**src/rtl/packet_arbiter_n_if.sv**
```systemverilog
// Request/grant bundle shared by the requesters and the packet arbiter.
// "release" is a reserved word, so the tail-accept strobe is release_pkt.
interface packet_arbiter_n_if #(
  parameter int SIZE = 8
);
  localparam int W = $clog2(SIZE);

  logic            enable;
  logic [SIZE-1:0] request;
  logic            release_pkt;
  logic [SIZE-1:0] grant;
  logic [W-1:0]    grant_id;
  logic            grant_valid;

  modport master (
    output enable,
    output request,
    output release_pkt,
    input  grant,
    input  grant_id,
    input  grant_valid
  );

  modport slave (
    input  enable,
    input  request,
    input  release_pkt,
    output grant,
    output grant_id,
    output grant_valid
  );
endinterface

```
**src/rtl/packet_arbiter_n.sv**
```systemverilog
// Round-robin arbiter that locks the grant to one requester per packet.
// Grant is released only by release_pkt; re-arbitration has no idle bubble.
module packet_arbiter_n #(
  parameter int SIZE = 8
) (
  input logic               clock,
  input logic               reset,
  packet_arbiter_n_if.slave bus
);
  localparam int W = $clog2(SIZE);

  typedef enum logic {
    IDLE,
    BUSY
  } state_t;

  state_t          state;
  logic [W-1:0]    ptr;
  logic [W-1:0]    win;
  logic [W-1:0]    nxt_ptr;
  logic            hit;
  logic [SIZE-1:0] win_oh;
  int              j;

  // Scan from ptr upward with wrap; descending loop leaves the
  // lowest offset from ptr as the final assignment.
  always_comb begin
    hit = 1'b0;
    win = '0;
    j   = 0;
    for (int i = SIZE - 1; i >= 0; i--) begin
      j = int'(ptr) + i;
      if (j >= SIZE) j = j - SIZE;
      if (bus.request[j]) begin
        hit = 1'b1;
        win = W'(j);
      end
    end
  end

  always_comb begin
    win_oh      = '0;
    win_oh[win] = 1'b1;
  end

  assign nxt_ptr = (win == W'(SIZE - 1)) ? '0 : win + W'(1);

  always_ff @(posedge clock) begin
    if (reset) begin
      state           <= IDLE;
      ptr             <= '0;
      bus.grant       <= '0;
      bus.grant_id    <= '0;
      bus.grant_valid <= 1'b0;
    end else if (bus.enable) begin
      case (state)
        IDLE: begin
          if (hit) begin
            state           <= BUSY;
            ptr             <= nxt_ptr;
            bus.grant       <= win_oh;
            bus.grant_id    <= win;
            bus.grant_valid <= 1'b1;
          end
        end
        BUSY: begin
          if (bus.release_pkt) begin
            if (hit) begin
              ptr             <= nxt_ptr;
              bus.grant       <= win_oh;
              bus.grant_id    <= win;
              bus.grant_valid <= 1'b1;
            end else begin
              state           <= IDLE;
              bus.grant       <= '0;
              bus.grant_id    <= '0;
              bus.grant_valid <= 1'b0;
            end
          end
        end
        default: state <= IDLE;
      endcase
    end
  end
endmodule
```
**src/flat_wrapper.sv**
```systemverilog
// flat-port wrapper written by rule: the top's interface ports become plain ports
module packet_arbiter_n_flat 
#(
  parameter int SIZE = 8
)
  (clock, reset, bus_enable, bus_request, bus_release_pkt, bus_grant, bus_grant_id, bus_grant_valid);
  packet_arbiter_n_if #(.SIZE(SIZE)) bus_i ();
  input logic clock;
  input logic reset;
  input wire logic [$bits(bus_i.enable)-1:0] bus_enable;
  input wire logic [$bits(bus_i.request)-1:0] bus_request;
  input wire logic [$bits(bus_i.release_pkt)-1:0] bus_release_pkt;
  output wire logic [$bits(bus_i.grant)-1:0] bus_grant;
  output wire logic [$bits(bus_i.grant_id)-1:0] bus_grant_id;
  output wire logic [$bits(bus_i.grant_valid)-1:0] bus_grant_valid;
  assign bus_i.enable = bus_enable;
  assign bus_i.request = bus_request;
  assign bus_i.release_pkt = bus_release_pkt;
  assign bus_grant = bus_i.grant;
  assign bus_grant_id = bus_i.grant_id;
  assign bus_grant_valid = bus_i.grant_valid;
  packet_arbiter_n #(.SIZE(SIZE)) u_core (.clock(clock), .reset(reset), .bus(bus_i));
endmodule
```
**config.mk**
```make
export PLATFORM = sky130hd
export DESIGN_NAME = packet_arbiter_n_flat
export DESIGN_NICKNAME = d
export VERILOG_FILES = /design/src/rtl/packet_arbiter_n_if.sv /design/src/rtl/packet_arbiter_n.sv /design/src/flat_wrapper.sv
export SDC_FILE = /design/constraint.sdc
export NUM_CORES = 1
export LEC_CHECK = 0
export CORE_MARGIN = 3
export CORE_UTILIZATION = 46
export DETAILED_ROUTE_END_ITERATION = 10
export PLACE_DENSITY_LB_ADDON = 0.2
export SYNTH_ARGS = -nofsm -noshare
export SYNTH_HDL_FRONTEND = slang
export SYNTH_SLANG_ARGS = --single-unit
```
**constraint.sdc**
```tcl
create_clock -name clock -period 3.55 [get_ports clock]
set_input_delay 0.355 -clock clock [delete_from_list [all_inputs] [get_ports clock]]
set_output_delay 0.355 -clock clock [all_outputs]
set_load 0.05 [all_outputs]
```
# Word-level counts from Yosys, hierarchy flattened
# Cells that the tools add are included.
# word_totals
register_bits,16
latchBits,0
mem_bits_rw,0
romBits,0
input_bits,12
out_inout_bits,12
wordCells,114
mem_count,0
# classes
addsub,16
n_mul,0
div,0
order_cmp,18
eq_ne,3
n_shift,0
muxes,68
bitwise_logic,1
n_reduce_logical,3
# ops
operator,n
"32-bit by 5-bit less-than comparator with 1-bit output, second input constant",8
32-bit two-way mux,8
"32-bit by 5-bit greater-or-equal comparator with 1-bit output, second input constant",7
"32-bit by 5-bit subtractor with 32-bit output, second input constant",7
3-bit two-way mux,14
1-bit two-way mux,29
1-bit binary-select mux with 3-bit select,8
8-bit two-way mux,3
"3-bit by 3-bit adder with 4-bit output, second input constant",4
8-bit case mux with 2 select lines,1
3-bit case mux with 2 select lines,2
"3-bit by 2-bit adder with 4-bit output, second input constant",2
"3-bit by 4-bit subtractor with 5-bit output, second input constant",1
"3-bit by 1-bit adder with 4-bit output, second input constant",1
"3-bit by 4-bit greater-or-equal comparator with 1-bit output, second input constant",1
"3-bit by 4-bit less-than comparator with 1-bit output, second input constant",1
1-bit case mux with 2 select lines,2
"3-bit by 1-bit adder with 3-bit output, second input constant",1
1-bit demux with 3-bit select,1
"3-bit equality test, second input constant",1
"3-bit by 1-bit greater-or-equal comparator with 1-bit output, second input constant",1
3-bit AND reduction,1
"2-bit by 1-bit != test with 1-bit output, second input constant",1
"2-bit != test, second input constant",1
other kinds (3),3

# Logic depth before layout (Yosys ltp)
# Gate-level depths: netlist (run 1).
# logic_depth
word_depth,21
mapped_depth,14
ltp_nobuf,10

# Worst setup path after synthesis (run 1)
# No wires, ideal clock.
# synth_timing
path_kind,flip-flop to flip-flop
start,reg u_core.ptr[1]
end,reg u_core.ptr[2]
setup_time_ps,86
arrival_time_ps,3093
slack_ps,372
stages_incl_launch_ff,14
path_buffers,3
period_less_slack_ps,3178
path_cell_list,dfxtp_1 buf_2 buf_2 inv_1 ha_1 buf_2 mux2_2 or2_2 a22oi_1 o311a_1 a311oi_1 a311oi_2 xor2_1 a211oi_1
# synth_via
elab_chain_cells,19
word_cells_on_any_way,77
# synth_lines
item,line_no,rtl
from (decl),packet_arbiter_n.sv:18,logic [W-1:0] ptr;
from (signal assigned),packet_arbiter_n.sv:60,ptr <= nxt_ptr;
from (signal assigned),packet_arbiter_n.sv:69,ptr <= nxt_ptr;
3-bit by 3-bit adder with 4-bit output,packet_arbiter_n.sv:32,j = int'(ptr) + i;
32-bit by 5-bit subtractor with 32-bit output or 32-bit by 5-bit greater-or-equal comparator with 1-bit output (tied branches),packet_arbiter_n.sv:33,if (j >= SIZE) j = j - SIZE;
32-bit two-way mux,packet_arbiter_n.sv:33,
1-bit binary-select mux with 3-bit select,packet_arbiter_n.sv:34,if (bus.request[j]) begin
1-bit two-way mux (implied by the code) (2 in series),packet_arbiter_n.sv:34,
3-bit two-way mux (8 in series),packet_arbiter_n.sv:34,
3-bit by 1-bit adder with 3-bit output or 3-bit equality test (tied branches),packet_arbiter_n.sv:46,assign nxt_ptr = (win == W'(SIZE - 1)) ? '0 : win + W'(1);
3-bit two-way mux,packet_arbiter_n.sv:46,
3-bit two-way mux *,"packet_arbiter_n.sv:58, packet_arbiter_n.sv:68",
3-bit two-way mux,packet_arbiter_n.sv:67,if (bus.release_pkt) begin
3-bit case mux with 2 select lines *,packet_arbiter_n.sv:56,case (state)
# Mark *: on every way between the ends. The rest lies on a longest branch, timed or not. The select of a mux whose other input is x is not followed.
# A chain may end at the register's enable or synchronous reset.

# Worst setup path after layout (run 1)
# layout_timing
start,reg u_core.ptr[0]
end,reg u_core.ptr[2]
# The elaborated chain is that of the path after synthesis.

==> results of run 1 <==
==> critical path: stages (launching register included) <==
cell and delay, ps:
dfxtp_1 340, inv_1 70, ha_1 560, mux2_2 410
or2_2 280, a22oi_1 320, o311a_1 240, a311oi_1 60
a311oi_2 570, xor2_1 150, a211oi_1 240
==> power by group <==
| part | total (W) | internal [W] | switching, W |
|---|---|---|---|
| Combinational | 0.00148 | 0.000609 | 0.000873 |
| Clock | 0.000119 | 0.0000625 | 0.0000565 |
| Sequential | 0.000264 | 0.000229 | 0.0000346 |
| Total | 0.00186 | 0.000901 | 0.000964 |
==> cells in the mapped netlist, drive strengths merged, types with 3 or more instances <==
master | number | area (sq um)
dfxtp | 16 | 320
nor2 | 16 | 62.6
nand2 | 14 | 52.6
mux2i | 13 | 130
o21ai | 13 | 65.1
inv | 11 | 41.3
a21oi | 10 | 50.1
mux2 | 8 | 90.1
buf | 7 | 43.8
mux4 | 7 | 169
a22oi | 5 | 37.5
nor3 | 5 | 25.0
a221oi | 4 | 41.3
clkbuf | 4 | 15.0
o31ai | 4 | 57.6
a211oi | 3 | 35.0
nor2b | 3 | 18.8
or2 | 3 | 18.8
xnor2 | 3 | 26.3
xor2 | 3 | 26.3
==> final timing paths <==
path	end	slack (ps)
setup / recovery	u_core.ptr[2]$_SDFFE_PP0P_	220
hold / removal	u_core.bus.grant[3]$_SDFFE_PP0P_	460
setup reg to reg	u_core.ptr[2]$_SDFFE_PP0P_	220
hold reg to reg	u_core.bus.grant[3]$_SDFFE_PP0P_	460
==> placed cells by master (no fill, tap or decap), drive strengths merged, types with 2 or more instances in the layout <==
cell type / Yosys / routed
a2111oi: 2 / 2
a211oi: 3 / 3
a21oi: 10 / 10
a221oi: 4 / 4
a22oi: 5 / 5
a311oi: 2 / 2
a32oi: 2 / 2
and2: 2 / 2
and3: 2 / 2
buf: 7 / 5
clkbuf: 4 / 4
clkdlybuf4s50: 0 / 23
dfxtp: 16 / 16
ha: 2 / 2
inv: 11 / 11
mux2: 8 / 8
mux2i: 13 / 13
mux4: 7 / 7
nand2: 14 / 14
nand3b: 2 / 2
nor2: 16 / 16
nor2b: 3 / 3
nor3: 5 / 5
o21ai: 13 / 13
o31ai: 4 / 4
or2: 3 / 3
xnor2: 3 / 3
xor2: 3 / 3
==> routing by layer <==
layer	vias up	routed length [um]
li1	722	-
met1	723	1940
met2	51	1800
met3	4	209
met4	0	15
met5	-	0
==> through the flow <==
step / utilization / hold WS (ps) / area, sq um / setup slack (ps)
after floorplan: - / 434 / 1570 / 372
after global placement: 0.583 / 440 / 1840 / 282
after detailed placement: 0.583 / 446 / 1840 / 232
after CTS: 0.594 / 460 / 1870 / 223
after global routing: 0.594 / 488 / 1870 / 8.85
final: 0.594 / 459 / 1870 / 215
==> registers in the layout, summed over array words and instances, names as in the netlist <==
signal and cells:
u_core.bus.grant_valid 1, u_core.state 1, u_core.ptr 3, u_core.bus.grant_id 3
u_core.bus.grant 8
==> kinds of logic after synthesis <==
group | after synthesis
compound gates | 55
xor+xnor | 6
fa+ha+maj | 2
buf+inv | 22
flops | 16
mux | 28
simple gates | 51
==> layout make-up <==
cell class	count	share of cell area
repair buffers	28	0.143
clock buffers	4	0.0194
flip-flops and latches	16	0.171
inverters	11	0.0220
well taps	44	0.0294
multi-input cells	142	0.615
==> results.json, run 1 <==
{
  "synthFlopType": "dfxtp_1",
  "synth-simple-area-share": 0.159,
  "routed_wl_mm": 3.97,
  "min-delay-start": "u_core.bus.grant[3]$_SDFFE_PP0P_",
  "drive_gt1_frac": 0.159,
  "die-height_um": 64.5,
  "async_flop_share": 0,
  "drt-initial-drc-count": 110,
  "reg2reg_depth": 10,
  "ys_ff_latch": 16,
  "power_leakage_nw": 0.676,
  "cts_hold_buffers": 0,
  "antenna_left": 0,
  "syn_inst": 180,
  "busiest_layer": "met2",
  "synth_fa_ha_area_frac": 0.0159,
  "avgRoutedWirePerCell_um": 16.2,
  "crit_path_end_kind": "register",
  "gp_congestion": 0.994,
  "synth_fp_nets": 194,
  "muxShareOfSynthArea": 0.247,
  "post-cts-setup-buffer-count": 0,
  "hp-class": "register to register",
  "grt_pass1_wl_mm": 6.73,
  "antenna_cells": 0,
  "cts_max_level": 1,
  "period_needed_ps": 3330,
  "met3_usage": 0.0503,
  "root_buffer": "clkbuf_4",
  "fmax_mhz": 300,
  "yosysWarnings": 0,
  "vias": 1500,
  "dpl.hpwl_mm": 3.00,
  "power_density_nw_per_um2": 995,
  "rsz0062_at_grt": "no",
  "ioPinCount": 24,
  "finalNonFillerCells": 245,
  "grt_max_degree": 29,
  "clk_pin_slew_ps": 90,
  "final_max_slew_viol_count": 0,
  "fp.dieW_um": 64.5,
  "multi_input_area_sq_um": 1150,
  "cts_tree": "yes",
  "holdPathStages": 2,
  "drc": 0,
  "seq_area_frac_synth": 0.204,
  "core-area_sq_um": 3150,
  "worstMarginPinSlew_ps": 652,
  "required_ps": 3750,
  "synthDistinctLibCells": 51,
  "final_nets": 216,
  "synth-compound-area-share": 0.277,
  "relSlewSlack": 0.561,
  "power_w": 0.00186,
  "die-area_sq_um": 4160,
  "antenna_found_initial": 0,
  "setup_tns_ps": 0,
  "seq_area_sq_um": 320,
  "place_inst": 241,
  "grt_pass1_vias": 1401,
  "drv_cap": 0,
  "row_count": 20,
  "start_util": 0.499,
  "synthXorXnorAreaFrac": 0.0334,
  "vdd_ir_drop_max_uv": 560,
  "synth_top_family_by_area": "compound AO/OA/AOI/OAI gates",
  "first_pass_iters": 4,
  "fin_crit_sh": 0.939,
  "rr_startpoint": "u_core.ptr[0]$_SDFFE_PP0P_",
  "gr-total-overflow": 0,
  "cts_buffer_depth": 2,
  "synth_edf_count": 0,
  "synth.avg_cell_area_sq_um": 8.74,
  "vias_per_cell": 6.12,
  "clk_latency_ps": 290,
  "cts_resized": 0,
  "startpoint": "u_core.ptr[0]$_SDFFE_PP0P_",
  "io_buffers": 23,
  "outcome": "completed",
  "worstSetupPathType": "register to register",
  "finalSetupViolations": 0,
  "grt_usage": 0.201,
  "arrival_ps": 3540,
  "skew_ps": 4.69,
  "final_hold_viol_count": 0,
  "gr-usage-met1": 0.298,
  "synth_area_sq_um": 1570,
  "met2_usage": 0.303,
  "worst_setup_path_start_kind": "register",
  "syn2layout_area_growth_pct": 19.1,
  "cts_buffers": 3,
  "fillers": 288,
  "crit_fanout": 11,
  "clock-sinks": 16
}
No activity file was read; power rests on OpenSTA's default activity.
==> run 2: changes to the inputs <==
--- a/config.mk
+++ b/config.mk
@@ -8,6 +8,7 @@
 export CORE_MARGIN = 3
 export CORE_UTILIZATION = 46
 export DETAILED_ROUTE_END_ITERATION = 10
+export GPL_TIMING_DRIVEN = 0
 export PLACE_DENSITY_LB_ADDON = 0.2
 export SYNTH_ARGS = -nofsm -noshare
 export SYNTH_HDL_FRONTEND = slang
==> run 2 against run 1 <==
  * Register-to-register slack worse by 40 ps
  * Clock skew is 2.8 ps lower
  * Sequential share of layout area is 1.1 points lower
  * Sequential cell count stayed put
  * Clock-buffer cell count is 1 lower
  * Wire length is 4.2% higher
  * Final area is 6.8% higher
  * Global-route usage is 0.12 points higher
==> results.json, run 2 (synthesis results as in run 1) <==
{
  "outcome": "completed",
  "seq_area_sq_um": 320,
  "fin_crit_sh": 0.951,
  "finalSetupViolations": 0,
  "power_leakage_nw": 0.713,
  "first_pass_iters": 5,
  "cts_tree": "yes",
  "routed_wl_mm": 4.13,
  "dpl.hpwl_mm": 3.07,
  "holdPathStages": 2,
  "hp-class": "register to register",
  "reg2reg_depth": 14,
  "clk_pin_slew_ps": 80,
  "avgRoutedWirePerCell_um": 16.1,
  "largest_reg_flops": 8,
  "core-area_sq_um": 3150,
  "skew_ps": 1.89,
  "syn2layout_area_growth_pct": 27.2,
  "gr-total-overflow": 0,
  "final_nets": 229,
  "drc": 0,
  "drive_gt1_frac": 0.225,
  "antenna_cells": 0,
  "cts_hold_buffers": 0,
  "grt_max_degree": 11,
  "die-area_sq_um": 4160,
  "power_density_nw_per_um2": 1010,
  "final_cell_mix": "clkdlybuf4s50_1, dfxtp_1, nor2_1",
  "vdd_ir_drop_max_uv": 500,
  "rsz0062_at_grt": "no",
  "pre_cts_ws_ps": -251,
  "final_common_cell": "clkdlybuf4s50_1",
  "cts_buffers": 3,
  "cts_max_level": 1,
  "antenna_found_initial": 0,
  "setup_tns_ps": 0,
  "drt-initial-drc-count": 132,
  "start_util": 0.499,
  "drv_cap": 0,
  "layout_setup_ws_ps": 175,
  "final_max_slew_viol_count": 0,
  "fmax_mhz": 296,
  "final_hold_viol_count": 0,
  "worst_setup_path_start_kind": "register",
  "grt_pass1_vias": 1435,
  "die-height_um": 64.5,
  "regMostFlops": "u_core.bus.grant",
  "gp_congestion": 0.936,
  "cts_buffer_depth": 2,
  "crit_path_end_kind": "register",
  "ioPinCount": 24,
  "crit_fanout": 10,
  "vias_per_cell": 6.07,
  "largestRegisters": "u_core.bus.grant: 8 flops, u_core.bus.grant_id: 3 flops, u_core.ptr: 3 flops",
  "io_buffers": 23,
  "root_buffer": "clkbuf_4",
  "multi_input_area_sq_um": 1200,
  "antenna_left": 0,
  "required_ps": 3750,
  "clk_latency_ps": 280,
  "relSlewSlack": 0.537,
  "grt_usage": 0.202,
  "grt_pass1_wl_mm": 6.76,
  "arrival_ps": 3580,
  "clock-sinks": 16,
  "fp.dieW_um": 64.5,
  "period_needed_ps": 3370,
  "power_w": 0.00203,
  "placed_area_sq_um": 1860,
  "row_count": 20,
  "fillers": 284,
  "worstSetupPathType": "register to register",
  "worstMarginPinSlew_ps": 689,
  "vias": 1561,
  "final_area_sq_um": 2000
}
-- run 2: layer usage --
metal / global-route usage / wire length [um] / up-vias / share of wire
met5: 0 / 0 / - / 0
met4: 0.00792 / 0 / 0 / 0
met3: 0.0399 / 250 / 0 / 0.060
met2: 0.309 / 1960 / 66 / 0.47
met1: 0.310 / 1930 / 745 / 0.47
li1: - / - / 750 / -
-- run 2: final timing paths --
check                                                         to  slack, ps                              from
worst max-delay path                  u_core.ptr[2]$_SDFFE_PP0P_        180        u_core.ptr[1]$_SDFFE_PP0P_
worst min-delay path            u_core.bus.grant[0]$_SDFFE_PP0P_        450  u_core.bus.grant[0]$_SDFFE_PP0P_
worst max register to register        u_core.ptr[2]$_SDFFE_PP0P_        180        u_core.ptr[1]$_SDFFE_PP0P_
worst min register to register  u_core.bus.grant[0]$_SDFFE_PP0P_        450  u_core.bus.grant[0]$_SDFFE_PP0P_
-- run 2: critical path, stage by stage, from the launching register on --
cell,delay [ps]
dfxtp_1,330
clkbuf_4,190
buf_6,170
clkinvlp_4,160
ha_2,360
buf_4,180
mux2_2,370
mux2i_4,230
nor2_1,70
o311a_1,290
a311oi_1,300
a311oi_2,60
buf_4,190
xor2_1,160
a211oi_1,220
-- run 2: through the flow --
| stage | utilization | instances | hold slack, ps |
|---|---|---|---|
| floorplan | - | 180 | 434 |
| global placement | 0.589 | 247 | 438 |
| finish | 0.635 | 257 | 455 |
| global route | 0.635 | 257 | 498 |
| detailed placement | 0.589 | 247 | 443 |
| CTS | 0.608 | 253 | 463 |
-- run 2: cell type report --
class                           count  share of cell area
Tap cell                           44              0.0275
Clock buffer                        3              0.0113
Inverter                           11              0.0225
Buffer                             11              0.0350
Timing Repair Buffer               30               0.141
Multi-Input combinational cell    142               0.602
Sequential cell                    16               0.160
-- run 2: report_power, final --
group	total, W	switching, W	internal, W
registers	0.000253	0.0000237	0.000229
logic	0.00168	0.000962	0.000721
clock network	0.0000913	0.0000519	0.0000394
total	0.00203	0.00104	0.000990
-- run 2: repair_timing --
item | in CTS | in global routing
endpoints found under the setup margin | 12 | 12
pin swaps | 2 | 3
gates resized for setup | 7 | 11
buffers inserted | 3 | 4
cloned | 0 | 0
==> run 3: changes to the inputs <==
--- a/config.mk
+++ b/config.mk
@@ -9,6 +9,7 @@
 export CORE_UTILIZATION = 46
 export DETAILED_ROUTE_END_ITERATION = 10
 export GPL_TIMING_DRIVEN = 0
+export MAX_ROUTING_LAYER = met4
 export PLACE_DENSITY_LB_ADDON = 0.2
 export SYNTH_ARGS = -nofsm -noshare
 export SYNTH_HDL_FRONTEND = slang
==> run 3 against run 2 <==
  * Power rose by 0.16%
  * Clock-buffer cell count did not move
  * Utilization did not move
  * Critical path depth did not move
  * Sequential cell count did not move
  * Combinational power barely moved
  * Sequential share of layout area did not move
  * Clock skew barely moved
  * Maximum frequency fell by 0.16%
  * Worst setup slack got worse by 5.5 ps
==> results.json, run 3 (synthesis results as in run 1) <==
{
  "root_buffer": "clkbuf_4",
  "antenna_found_initial": 0,
  "grt_max_degree": 11,
  "period_needed_ps": 3380,
  "grt_usage": 0.208,
  "hp-class": "register to register",
  "place_inst": 247,
  "fin_crit_sh": 0.952,
  "power_leakage_nw": 0.713,
  "seq_area_sq_um": 320,
  "clk_latency_ps": 280,
  "skew_ps": 1.84,
  "die-area_sq_um": 4160,
  "final_core_util": 0.635,
  "final_common_cell": "clkdlybuf4s50_1",
  "clk_pin_slew_ps": 80,
  "p_comb_frac": 0.830,
  "die-height_um": 64.5,
  "io_buffers": 23,
  "fp.dieW_um": 64.5,
  "vias_per_cell": 5.99,
  "fillers": 284,
  "drive_gt1_frac": 0.225,
  "p_sw_frac": 0.513,
  "largest_reg_flops": 8,
  "routed_wl_mm": 4.16,
  "gr-total-overflow": 0,
  "syn2layout_area_growth_pct": 27.2,
  "worst_setup_path_start_kind": "register",
  "antenna_left": 0,
  "finalNonFillerCells": 257,
  "avgRoutedWirePerCell_um": 16.2,
  "clock-sinks": 16,
  "start_util": 0.499,
  "drc": 0,
  "first_pass_iters": 4,
  "drt-initial-drc-count": 127,
  "required_ps": 3750,
  "fmax_mhz": 296,
  "switchingPower_w": 0.00104,
  "antenna_cells": 0,
  "vdd_ir_drop_max_uv": 498,
  "regMostFlops": "u_core.bus.grant",
  "grt_pass1_wl_mm": 6.76,
  "final_nets": 229,
  "drv_cap": 0,
  "power_density_nw_per_um2": 1020,
  "core-area_sq_um": 3150,
  "power_frac_clock": 0.045,
  "finalSetupViolations": 0,
  "seqPwrFrac": 0.125,
  "final_hold_viol_count": 0,
  "crit_path_end_kind": "register",
  "vias": 1539,
  "multi_input_area_sq_um": 1200,
  "outcome": "completed",
  "cts_buffers": 3,
  "row_count": 20,
  "cts_max_level": 1,
  "gp_congestion": 0.953,
  "cts_hold_buffers": 0,
  "final_max_slew_viol_count": 0,
  "grt_pass1_vias": 1437,
  "p_int_w": 0.000990,
  "cts_tree": "yes",
  "cts_buffer_depth": 2,
  "relSlewSlack": 0.515,
  "rsz0062_at_grt": "no",
  "worstSetupPathType": "register to register",
  "dpl.hpwl_mm": 3.07,
  "crit_fanout": 10,
  "largestRegisters": "u_core.bus.grant: 8 flops, u_core.bus.grant_id: 3 flops, u_core.ptr: 3 flops",
  "final_cell_mix": "clkdlybuf4s50_1, dfxtp_1, nor2_1",
  "arrival_ps": 3580,
  "ioPinCount": 24,
  "worstMarginPinSlew_ps": 722
}
==> run 3: cell counts in the layout (fill, tap and decap cells not counted) <==
Identical to the previous run, type by type.
==> run 3: layout make-up <==
type                       instances  area share
sequential                        16       0.160
buffer                            11      0.0350
clock buffer                       3      0.0113
multi-input combinational        142       0.602
timing repair buffer              30       0.141
inverter                          11      0.0225
tap                               44      0.0275
==> run 3: final timing paths <==
| check | slack, ps | end | depth (start not counted) | startpoint |
|---|---|---|---|---|
| worst max-delay path | 170 | u_core.ptr[2]$_SDFFE_PP0P_ | 14 | u_core.ptr[1]$_SDFFE_PP0P_ |
| worst max register to register | 170 | u_core.ptr[2]$_SDFFE_PP0P_ | 14 | u_core.ptr[1]$_SDFFE_PP0P_ |
| worst min register to register | 450 | u_core.bus.grant[0]$_SDFFE_PP0P_ | 2 | u_core.bus.grant[0]$_SDFFE_PP0P_ |
| worst min-delay path | 450 | u_core.bus.grant[0]$_SDFFE_PP0P_ | 2 | u_core.bus.grant[0]$_SDFFE_PP0P_ |
==> run 3: critical path: stages, from the launching register on <==
cell	delay [ps]
dfxtp_1	330
clkbuf_4	190
buf_6	170
clkinvlp_4	170
ha_2	370
buf_4	180
mux2_2	370
mux2i_4	230
nor2_1	70
o311a_1	290
a311oi_1	300
a311oi_2	60
buf_4	190
xor2_1	160
a211oi_1	220
==> run 3: power groups by stage <==
| stage | Clock (W) | Combinational (W) | Sequential, W |
|---|---|---|---|
| 5_1_grt | 0.000104 | 0.00181 | 0.000260 |
| 3_3_place_gp | 0 | 0.00142 | 0.000255 |
| 6_report | 0.0000913 | 0.00169 | 0.000253 |
| 4_1_cts | 0.0000942 | 0.00153 | 0.000254 |
| 2_1_floorplan | 0 | 0.00103 | 0.000378 |
| 3_5_place_dp | 0 | 0.00146 | 0.000258 |
==> run 3: per-stage QoR <==
| step | setup TNS, ps | power [W] | hold slack, ps | cell area [sq um] | setup WS, ps |
|---|---|---|---|---|---|
| after floorplan | 0 | 0.00141 | 434 | 1570 | 372 |
| after global placement | -781 | 0.00167 | 438 | 1860 | -166 |
| after detailed placement | -1500 | 0.00172 | 443 | 1860 | -251 |
| after CTS | 0 | 0.00188 | 463 | 1920 | 63.5 |
| after global routing | 0 | 0.00217 | 498 | 2000 | 4.69 |
| final | 0 | 0.00203 | 455 | 2000 | 170 |
==> run 3: metal layers <==
metal	vias to the layer above	GRT usage	share of wire
met4	0	0.00792	0
met1	719	0.311	0.46
met3	0	0.0381	0.075
met2	69	0.309	0.47
li1	751	-	-
met5	-	-	0
==> run 3: timing repair <==
action                                  in CTS  in global routing
resized for setup                            7                 11
pin swaps                                    2                  3
setup buffers                                3                  4
endpoints found under the setup margin      12                 12
